--- src/rtl/map_tile_reader_if.sv ---
// Map/pixel bundle between the game hub, the VGA scan and the tile reader.
// The master drives maps and pixel coordinates; the slave returns tile info.
interface map_tile_reader_if #(
    parameter int GRID = 12
);
    logic                   Frame_Start;
    logic [GRID*GRID-1:0]   Wall_Map;
    logic [GRID*GRID-1:0]   Flame_Map;
    logic [GRID*GRID-1:0]   Bomb_Map;
    logic [GRID*GRID-1:0]   Tree_Map;
    logic [GRID*GRID-1:0]   Treasure_Map;
    logic                   Pix_Valid;
    logic [9:0]             DrawX;
    logic [9:0]             DrawY;
    logic                   Tile_Valid;
    logic [2:0]             Tile_Type;
    logic [3:0]             Tile_Row;
    logic [3:0]             Tile_Col;
    logic [5:0]             Tile_Off_X;
    logic [5:0]             Tile_Off_Y;
    logic [7:0]             Snap_Count;

    modport master (
        output Frame_Start, Wall_Map, Flame_Map, Bomb_Map, Tree_Map, Treasure_Map,
        output Pix_Valid, DrawX, DrawY,
        input  Tile_Valid, Tile_Type, Tile_Row, Tile_Col, Tile_Off_X, Tile_Off_Y,
        input  Snap_Count
    );

    modport slave (
        input  Frame_Start, Wall_Map, Flame_Map, Bomb_Map, Tree_Map, Treasure_Map,
        input  Pix_Valid, DrawX, DrawY,
        output Tile_Valid, Tile_Type, Tile_Row, Tile_Col, Tile_Off_X, Tile_Off_Y,
        output Snap_Count
    );
endinterface

--- src/rtl/map_tile_reader.sv ---
// Per-frame map snapshot plus a 2-stage pixel-to-tile pipeline: stage 1 splits
// the pixel into row/column/offset, stage 2 looks up and prioritises the tile.
module map_tile_reader #(
    parameter int GRID     = 12,
    parameter int TILE     = 40,
    parameter int X_OFFSET = 80,
    parameter int Y_OFFSET = 0
) (
    input logic             Clk,
    input logic             Reset,
    map_tile_reader_if.slave bus
);
    localparam int MAP_BITS = GRID * GRID;
    localparam int SPAN     = GRID * TILE;

    localparam logic [2:0] TYPE_EMPTY    = 3'd0;
    localparam logic [2:0] TYPE_WALL     = 3'd1;
    localparam logic [2:0] TYPE_TREE     = 3'd2;
    localparam logic [2:0] TYPE_TREASURE = 3'd3;
    localparam logic [2:0] TYPE_BOMB     = 3'd4;
    localparam logic [2:0] TYPE_FLAME    = 3'd5;
    localparam logic [2:0] TYPE_OFF      = 3'd7;

    // Compare/subtract chain: {tile index, offset}; the last multiple of TILE
    // not exceeding v wins, so no divider is needed.
    function automatic logic [9:0] split_tile(input logic [9:0] v);
        logic [3:0] idx;
        logic [5:0] off;
        idx = 4'd0;
        off = v[5:0];
        for (int i = 1; i < GRID; i++) begin
            if (v >= 10'(i * TILE)) begin
                idx = 4'(i);
                off = 6'(v - 10'(i * TILE));
            end else begin
                idx = idx;
            end
        end
        return {idx, off};
    endfunction

    logic [MAP_BITS-1:0] wall_sh_r, flame_sh_r, bomb_sh_r, tree_sh_r, treasure_sh_r;
    logic [7:0]          snap_count_r;

    logic [10:0] x_diff_s, y_diff_s;
    logic [9:0]  x_split_s, y_split_s;
    logic        off_board_s;

    logic       s1_valid_r, s1_off_board_r;
    logic [3:0] s1_row_r, s1_col_r;
    logic [5:0] s1_off_x_r, s1_off_y_r;

    logic [7:0] bit_idx_s;
    logic [2:0] type_s;

    logic       tile_valid_r;
    logic [2:0] tile_type_r;
    logic [3:0] tile_row_r, tile_col_r;
    logic [5:0] tile_off_x_r, tile_off_y_r;

    // A borrow out of the 11-bit subtraction marks a pixel left of/above the board.
    assign x_diff_s    = {1'b0, bus.DrawX} - 11'(X_OFFSET);
    assign y_diff_s    = {1'b0, bus.DrawY} - 11'(Y_OFFSET);
    assign off_board_s = x_diff_s[10] | y_diff_s[10]
                       | (x_diff_s[9:0] >= 10'(SPAN)) | (y_diff_s[9:0] >= 10'(SPAN));
    assign x_split_s   = split_tile(x_diff_s[9:0]);
    assign y_split_s   = split_tile(y_diff_s[9:0]);

    // Shadow maps and snapshot counter, reloaded only on Frame_Start.
    always_ff @(posedge Clk) begin
        if (Reset) begin
            wall_sh_r     <= '0;
            flame_sh_r    <= '0;
            bomb_sh_r     <= '0;
            tree_sh_r     <= '0;
            treasure_sh_r <= '0;
            snap_count_r  <= 8'd0;
        end else if (bus.Frame_Start) begin
            wall_sh_r     <= bus.Wall_Map;
            flame_sh_r    <= bus.Flame_Map;
            bomb_sh_r     <= bus.Bomb_Map;
            tree_sh_r     <= bus.Tree_Map;
            treasure_sh_r <= bus.Treasure_Map;
            snap_count_r  <= snap_count_r + 8'd1;
        end else begin
            snap_count_r  <= snap_count_r;
        end
    end

    // Stage 1: coordinate split and off-board flag.
    always_ff @(posedge Clk) begin
        if (Reset) begin
            s1_valid_r     <= 1'b0;
            s1_off_board_r <= 1'b0;
            s1_row_r       <= 4'd0;
            s1_col_r       <= 4'd0;
            s1_off_x_r     <= 6'd0;
            s1_off_y_r     <= 6'd0;
        end else begin
            s1_valid_r     <= bus.Pix_Valid;
            s1_off_board_r <= off_board_s;
            s1_row_r       <= y_split_s[9:6];
            s1_col_r       <= x_split_s[9:6];
            s1_off_x_r     <= x_split_s[5:0];
            s1_off_y_r     <= y_split_s[5:0];
        end
    end

    // Row 0 / column 0 sit at the MSB; row and column never exceed GRID-1.
    assign bit_idx_s = 8'(MAP_BITS - 1) - 8'(int'(s1_row_r) * GRID + int'(s1_col_r));

    // Tile priority: wall > flame > bomb > tree > treasure > empty.
    always_comb begin
        type_s = TYPE_EMPTY;
        if (wall_sh_r[bit_idx_s]) begin
            type_s = TYPE_WALL;
        end else if (flame_sh_r[bit_idx_s]) begin
            type_s = TYPE_FLAME;
        end else if (bomb_sh_r[bit_idx_s]) begin
            type_s = TYPE_BOMB;
        end else if (tree_sh_r[bit_idx_s]) begin
            type_s = TYPE_TREE;
        end else if (treasure_sh_r[bit_idx_s]) begin
            type_s = TYPE_TREASURE;
        end else begin
            type_s = TYPE_EMPTY;
        end
    end

    // Stage 2: registered outputs; off-board pixels report type 7 and zeros.
    always_ff @(posedge Clk) begin
        if (Reset) begin
            tile_valid_r <= 1'b0;
            tile_type_r  <= TYPE_EMPTY;
            tile_row_r   <= 4'd0;
            tile_col_r   <= 4'd0;
            tile_off_x_r <= 6'd0;
            tile_off_y_r <= 6'd0;
        end else if (s1_off_board_r) begin
            tile_valid_r <= s1_valid_r;
            tile_type_r  <= TYPE_OFF;
            tile_row_r   <= 4'd0;
            tile_col_r   <= 4'd0;
            tile_off_x_r <= 6'd0;
            tile_off_y_r <= 6'd0;
        end else begin
            tile_valid_r <= s1_valid_r;
            tile_type_r  <= type_s;
            tile_row_r   <= s1_row_r;
            tile_col_r   <= s1_col_r;
            tile_off_x_r <= s1_off_x_r;
            tile_off_y_r <= s1_off_y_r;
        end
    end

    assign bus.Tile_Valid = tile_valid_r;
    assign bus.Tile_Type  = tile_type_r;
    assign bus.Tile_Row   = tile_row_r;
    assign bus.Tile_Col   = tile_col_r;
    assign bus.Tile_Off_X = tile_off_x_r;
    assign bus.Tile_Off_Y = tile_off_y_r;
    assign bus.Snap_Count = snap_count_r;
endmodule

--- src/flat_wrapper.sv ---
// flat-port wrapper written by rule: the top's interface ports become plain ports
module map_tile_reader_flat 
#(
    parameter int GRID     = 12,
    parameter int TILE     = 40,
    parameter int X_OFFSET = 80,
    parameter int Y_OFFSET = 0
)
  (Clk, Reset, bus_Frame_Start, bus_Wall_Map, bus_Flame_Map, bus_Bomb_Map, bus_Tree_Map, bus_Treasure_Map, bus_Pix_Valid, bus_DrawX, bus_DrawY, bus_Tile_Valid, bus_Tile_Type, bus_Tile_Row, bus_Tile_Col, bus_Tile_Off_X, bus_Tile_Off_Y, bus_Snap_Count);
  map_tile_reader_if #(.GRID(GRID)) bus_i ();
  input logic Clk;
  input logic Reset;
  input wire logic [$bits(bus_i.Frame_Start)-1:0] bus_Frame_Start;
  input wire logic [$bits(bus_i.Wall_Map)-1:0] bus_Wall_Map;
  input wire logic [$bits(bus_i.Flame_Map)-1:0] bus_Flame_Map;
  input wire logic [$bits(bus_i.Bomb_Map)-1:0] bus_Bomb_Map;
  input wire logic [$bits(bus_i.Tree_Map)-1:0] bus_Tree_Map;
  input wire logic [$bits(bus_i.Treasure_Map)-1:0] bus_Treasure_Map;
  input wire logic [$bits(bus_i.Pix_Valid)-1:0] bus_Pix_Valid;
  input wire logic [$bits(bus_i.DrawX)-1:0] bus_DrawX;
  input wire logic [$bits(bus_i.DrawY)-1:0] bus_DrawY;
  output wire logic [$bits(bus_i.Tile_Valid)-1:0] bus_Tile_Valid;
  output wire logic [$bits(bus_i.Tile_Type)-1:0] bus_Tile_Type;
  output wire logic [$bits(bus_i.Tile_Row)-1:0] bus_Tile_Row;
  output wire logic [$bits(bus_i.Tile_Col)-1:0] bus_Tile_Col;
  output wire logic [$bits(bus_i.Tile_Off_X)-1:0] bus_Tile_Off_X;
  output wire logic [$bits(bus_i.Tile_Off_Y)-1:0] bus_Tile_Off_Y;
  output wire logic [$bits(bus_i.Snap_Count)-1:0] bus_Snap_Count;
  assign bus_i.Frame_Start = bus_Frame_Start;
  assign bus_i.Wall_Map = bus_Wall_Map;
  assign bus_i.Flame_Map = bus_Flame_Map;
  assign bus_i.Bomb_Map = bus_Bomb_Map;
  assign bus_i.Tree_Map = bus_Tree_Map;
  assign bus_i.Treasure_Map = bus_Treasure_Map;
  assign bus_i.Pix_Valid = bus_Pix_Valid;
  assign bus_i.DrawX = bus_DrawX;
  assign bus_i.DrawY = bus_DrawY;
  assign bus_Tile_Valid = bus_i.Tile_Valid;
  assign bus_Tile_Type = bus_i.Tile_Type;
  assign bus_Tile_Row = bus_i.Tile_Row;
  assign bus_Tile_Col = bus_i.Tile_Col;
  assign bus_Tile_Off_X = bus_i.Tile_Off_X;
  assign bus_Tile_Off_Y = bus_i.Tile_Off_Y;
  assign bus_Snap_Count = bus_i.Snap_Count;
  map_tile_reader #(.GRID(GRID), .TILE(TILE), .X_OFFSET(X_OFFSET), .Y_OFFSET(Y_OFFSET)) u_core (.Clk(Clk), .Reset(Reset), .bus(bus_i));
endmodule
--- config.mk ---
export PLATFORM = sky130hd
export DESIGN_NAME = map_tile_reader_flat
export DESIGN_NICKNAME = d
export VERILOG_FILES = /design/src/rtl/map_tile_reader_if.sv /design/src/rtl/map_tile_reader.sv /design/src/flat_wrapper.sv
export SDC_FILE = /design/constraint.sdc
export NUM_CORES = 1
export LEC_CHECK = 0
export BUFFER_PORTS_ARGS = -buffer_cell sky130_fd_sc_hd__buf_2
export CAP_MARGIN = 10
export CORE_AREA = 2 2 303 305
export CTS_CLUSTER_SIZE = 20
export DETAILED_ROUTE_END_ITERATION = 8
export DIE_AREA = 0 0 305 307
export SETUP_SLACK_MARGIN = 0.15
export SLEW_MARGIN = 30
export SYNTH_ARGS = -nofsm -noshare
export SYNTH_HDL_FRONTEND = slang
export SYNTH_SLANG_ARGS = --single-unit
export TNS_END_PERCENT = 5
--- constraint.sdc ---
create_clock -name Clk -period 4.6 [get_ports Clk]
set_input_delay 0.92 -clock Clk [delete_from_list [all_inputs] [get_ports Clk]]
set_output_delay 0.92 -clock Clk [all_outputs]
set_load 0.01 [all_outputs]
Word-level counts from Yosys, hierarchy flattened
Cells that the tools add are included. W data, S select, Z words.

$add $sub $neg: 26. Multipliers: 1. Magnitude comparators: 25. Mux-type cells: 60. Bitwise logic cells: 2. Reductions and logical operators: 3.

Operators by type and width (number): $mux W6 (22); $ge A10 B9 Y1 const B (12); $sub A6 B6 Y6 const B (12); $ge A10 B8 Y1 const B (6); $bmux W1 S8 (5); $ge A10 B7 Y1 const B (4); $mux W3 (13); $sub A6 B5 Y6 const B (6); $mux W4 (8); $ge A10 B6 Y1 const B (2); $sub A6 B1 Y6 const B (2); $sub A6 B4 Y6 const B (2); $sub A10 B7 Y11 const B (1); $mux W2 (5); $reduce_or A5 Y1 (2); $lt A8 B9 Y1 const B (1); $add A8 B1 Y8 const B (1); $add A8 B5 Y8 (1); $sub A8 B8 Y8 const A (1); $mux W1 (7); $mul A4 B2 Y6 const B (1); $or A1 B1 Y1 (2); $reduce_or A2 Y1 (1).

Register bits: 774.

Depth between registers and ports, before layout
Word-level depth: 13. Gate-level depth with buffers: 20. Gate-level depth less buffers: 14.

Least setup slack after synthesis
Ideal clock, no wire load.

Path type: reg-to-reg. Start point: register u_core.s1_col_r[1]. End point: register u_core.tile_type_r[0], in the netlist u_core.bus.Tile_Type[0]. Library setup time: 0.125 ns. Arrival: 4.037 ns. Setup slack: 0.438 ns. Stages on the path, launching flop included: 17. Path buffers: 8. Period minus slack after synthesis: 4.162 ns. Path through: dfxtp_1 -> buf_4 -> buf_6 -> buf_2 -> inv_1 -> buf_2 -> buf_1 -> ha_1 -> buf_2 -> buf_4 -> buf_2 -> mux4_2 -> mux4_2 -> o21a_1 -> o211ai_1 -> nand4_1 -> o41a_1.

Longest elaborated chain between the ends: 10. Elaborated cells on any way between the ends: 18.

Ends and longest elaborated chain: start, declared (line map_tile_reader.sv:50) `logic [3:0] s1_row_r, s1_col_r;`; start signal, assigned (line map_tile_reader.sv:103) `s1_col_r <= x_split_s[9:6];`; $add A8 B5 Y8 * (line map_tile_reader.sv:110) `assign bit_idx_s = 8'(MAP_BITS - 1) - 8'(int'(s1_row_r) * GRID + int'(s1_col_r));`; $sub A8 B8 Y8 * (line map_tile_reader.sv:110); $bmux W1 S8 (line map_tile_reader.sv:123) `end else if (treasure_sh_r[bit_idx_s]) begin`; $mux W1 (implied by the code) (line map_tile_reader.sv:123); $mux W2 (line map_tile_reader.sv:123); $mux W3 (line map_tile_reader.sv:121) `end else if (tree_sh_r[bit_idx_s]) begin`; $mux W3 (line map_tile_reader.sv:119) `end else if (bomb_sh_r[bit_idx_s]) begin`; $mux W3 (line map_tile_reader.sv:117) `end else if (flame_sh_r[bit_idx_s]) begin`; $mux W3 * (line map_tile_reader.sv:115) `if (wall_sh_r[bit_idx_s]) begin`; $mux W3 * (line map_tile_reader.sv:139) `end else if (s1_off_board_r) begin`; end signal, assigned (line map_tile_reader.sv:148) `tile_type_r <= type_s;`; end, declared (line map_tile_reader.sv:57) `logic [2:0] tile_type_r;`.

Mark *: on every way between the ends. The rest lies on a longest branch, timed or not. The select of a mux whose other input is x is not followed. A chain may end at the register's enable or synchronous reset.

Worst setup path in the final report
Start point: register u_core.s1_row_r[0]. End point: register u_core.tile_type_r[0], in the netlist u_core.bus.Tile_Type[0].

Longest elaborated chain between the ends: 11. Elaborated cells on any way between the ends: 19.

Ends and longest elaborated chain: start, declared (line map_tile_reader.sv:50); start signal, assigned (line map_tile_reader.sv:102) `s1_row_r <= y_split_s[9:6];`; $mul A4 B2 Y6 * (line map_tile_reader.sv:110); $add A8 B5 Y8 * (line map_tile_reader.sv:110); $sub A8 B8 Y8 * (line map_tile_reader.sv:110); $bmux W1 S8 (line map_tile_reader.sv:123); $mux W1 (implied by the code) (line map_tile_reader.sv:123); $mux W2 (line map_tile_reader.sv:123); $mux W3 (line map_tile_reader.sv:121); $mux W3 (line map_tile_reader.sv:119); $mux W3 (line map_tile_reader.sv:117); $mux W3 * (line map_tile_reader.sv:115); $mux W3 * (line map_tile_reader.sv:139).

Marks and branches as above.

==> summary.txt <==
Routing
  • Remaining routing DRC violations: 0
  • Vias: 27600
  • DRT Pass-1 Iters: 6
  • Final wirelength: 122000 µm
  • Initial DRC Count: 2169
  • Antenna Violating Nets Remaining: 0
  • Via density: 5.22
  • WL/cell: 23.2 µm

Outcome
  • Status: finished, final reports clean

Clocking
  • Clk Latency, worst-skew pair: 660 ps
  • Root Buffer Master: clkbuf_16
  • Clock Sinks: 774
  • Cts repair resizes: 0
  • Setup Buffers After CTS: 0
  • Clk buf depth: 3
  • CTS tree: yes
  • CTS H-tree lvls: 3
  • Hold buffer count at cts: 0
  • Total CTS buffers: 86
  • Reg clk slew, reported paths: 60 ps

Setup path
  • Startpoint types: flip-flop
  • Required time worst endpoint: 5130 ps
  • Crit path max fanout: 23
  • Worst Setup Path Type: reg2reg
  • Crit end category: flip-flop
  • Worst EP arrival: 4660 ps

Yosys
  • Yosys top cell area share: 0.447
  • Syn Nets: 4089
  • Yosys cell types: 74
  • Primary FF master, synth: dfxtp_1
  • #FFs+latches synth: 774
  • Avg Cell Area, Syn: 10.5 µm²
  • Sequential cell area fraction in the yosys report: 0.447
  • Ranking of synthesized cells by area: dfxtp_1 (45%), mux2i_1 (24%), mux4_2 (9.9%), nor2_1 (8.4%), clkbuf_1 (1.3%)
  • Leading area contributor after synthesis: dfxtp_1
  • Synth warnings: 0
  • Post-Syn Area: 34700 µm²
  • Post-synth EDFFs: 0
  • Synth Instances: 3314
  • Ys async rst share: 0

Timing
  • Setup TNS Final: 0 ps
  • Final Hold Fails: 0
  • Final worst path period share: 0.898
  • RSZ-0062 raised after global routing: no
  • Least-Margin Pin Slew: 1070 ps
  • Rel. slew slack: 0.286
  • Slew Viols, Final: 0
  • Final Critical Period: 4130 ps
  • Final setup fails: 0
  • Setup Skew: 15.8 ps
  • Hold WS: 427 ps
  • F_max: 0.242 GHz

GRT
  • Initial antenna violation count: 72
  • First-pass GRT wire length: 177000 µm
  • Pin count of the biggest net entering global routing: 200
  • Aggregate global routing overflow: 0
  • Total Routing Usage GR: 0.253
  • Vias in the first global route: 27100

Floorplanning
  • I/O pin total: 776
  • DIE HEIGHT: 307 µm
  • # rows: 111
  • Initial Util: 0.382
  • Die X: 305 µm
  • Core Area: 90700 µm²
  • Die Area: 93600 µm²

Power and ir drop
  • Pwr Density: 427 nW/µm²
  • Leak: 0.0197 µW
  • Int Power: 12900 µW
  • Clock Power Share: 0.393
  • Max IR drop VDD: 307 µV
  • Switching power: 5290 µW
  • Flop pwr share: 0.405
  • Combinational share of power: 0.202
  • Switching share of total power: 0.290

Worst hold path
  • Type of the most critical hold path: reg2reg

Place
  • RePlAce Congestion: 0.856
  • # port buffers: 775
  • DP Area: 39700 µm²
  • Cells after DPL: 5086
  • Final HPWL DP: 91300 µm

Final layout
  • Design area: 42700 µm²
  • Share of cells above drive strength 1: 0.288
  • NumNets Final: 4763
  • Synthesis-to-finish area growth: 23.2%
  • Final cell count without fillers: 5279

Flow run
  • Max Cap Viol: 0
## worst max-delay path, cell delays in order (launching register included)
cell and delay, ps:
dfxtp_1 330, inv_1 60, ha_1 330, ha_4 630, buf_12 280, buf_12 220
mux4_2 510, mux2i_1 350, a221oi_1 180, a22oi_1 240, a21boi_1 120, a221o_1 330
o41a_1 390
## synthesized netlist by cell type (14+ instances only)
master,count
mux2i_1,814
inv_1,21
and2_1,20
buf_1,78
a22oi_1,26
buf_2,26
ha_1,30
nand2_1,85
nor2_1,780
nor2b_1,14
clkbuf_1,117
buf_4,22
nor3_1,15
mux4_2,152
dfxtp_1,774
a21oi_1,52
o21ai_0,39
nand3_1,32
## power by group through the flow
stage          clock [µW]  sequential (µW)  combinational, µW
6_report             7160             7390               3690
4_1_cts              7310             7390               3710
3_5_place_dp            0             7530               3700
3_3_place_gp            0             7530               3670
5_1_grt              7570             7420               3970
2_1_floorplan           0             7410               2370
## sequential cells by signal (all words and copies together) (netlist names), 6 cells and up
name                   count
u_core.treasure_sh_r     144
u_core.wall_sh_r         144
u_core.bus.Tile_Off_X      6
u_core.bus.Snap_Count      8
u_core.s1_off_y_r          6
u_core.flame_sh_r        144
u_core.bomb_sh_r         144
u_core.s1_off_x_r          6
u_core.bus.Tile_Off_Y      6
u_core.tree_sh_r         144
## cell families (layout without fill, tap and decap cells)
kind of cell	after synthesis	after routing	share of synthesized area
simple gates	999	999	0.117
mux	974	974	0.336
flops	774	774	0.447
buf+inv	271	1017	0.0342
compound gates	251	251	0.0505
fa+ha+maj	31	31	0.0114
xor+xnor	14	14	0.00354
other cells	0	33	0
## path summary, 6_finish.rpt
path / start / endpoint / slack, ps / cells past startpoint
setup / recovery: u_core.s1_row_r[0] / u_core.bus.Tile_Type[0] / 470 / 12
hold / removal: u_core.s1_off_y_r[2] / u_core.bus.Tile_Off_Y[2] / 430 / 1
setup reg to reg: u_core.s1_row_r[0] / u_core.bus.Tile_Type[0] / 470 / 12
hold reg to reg: u_core.s1_off_y_r[2] / u_core.bus.Tile_Off_Y[2] / 430 / 1
## metal layers
layer | global-route usage | vias up | share of wire
met2 | 0.426 | 968 | 0.48
met3 | 0.0642 | 242 | 0.071
met1 | 0.314 | 13200 | 0.41
met5 | 0 | - | 0.0028
met4 | 0.0858 | 56 | 0.029
li1 | - | 13100 | -
## layout make-up
class,instances,area (µm²)
antenna,33,82.6
clock buffer,121,2500
clock inverter,39,447
fill,8607,48000
inverter,21,78.8
multi-input combinational,2269,18000
sequential,774,15500
tap,1186,1480
timing repair buffer,836,4570
## placed cells by master (no fill, tap or decap), drive strengths merged, types with 30 or more instances in the layout
master,count
buf,836
mux2i,814
nor2,780
dfxtp,774
mux4,152
clkbuf,121
nand2,85
a21oi,52
o21ai,42
diode,33
nand3,32
ha,30
## per-stage QoR
stage | total power (µW) | utilization | setup slack, ps
finish | 18200 | 0.471 | 467
floorplan | 9770 | - | 438
detailed placement | 11200 | 0.437 | 487
CTS | 18400 | 0.470 | 469
global placement | 11200 | 0.437 | 579
global route | 19000 | 0.471 | 217
No activity file was read; power rests on OpenSTA's default activity.
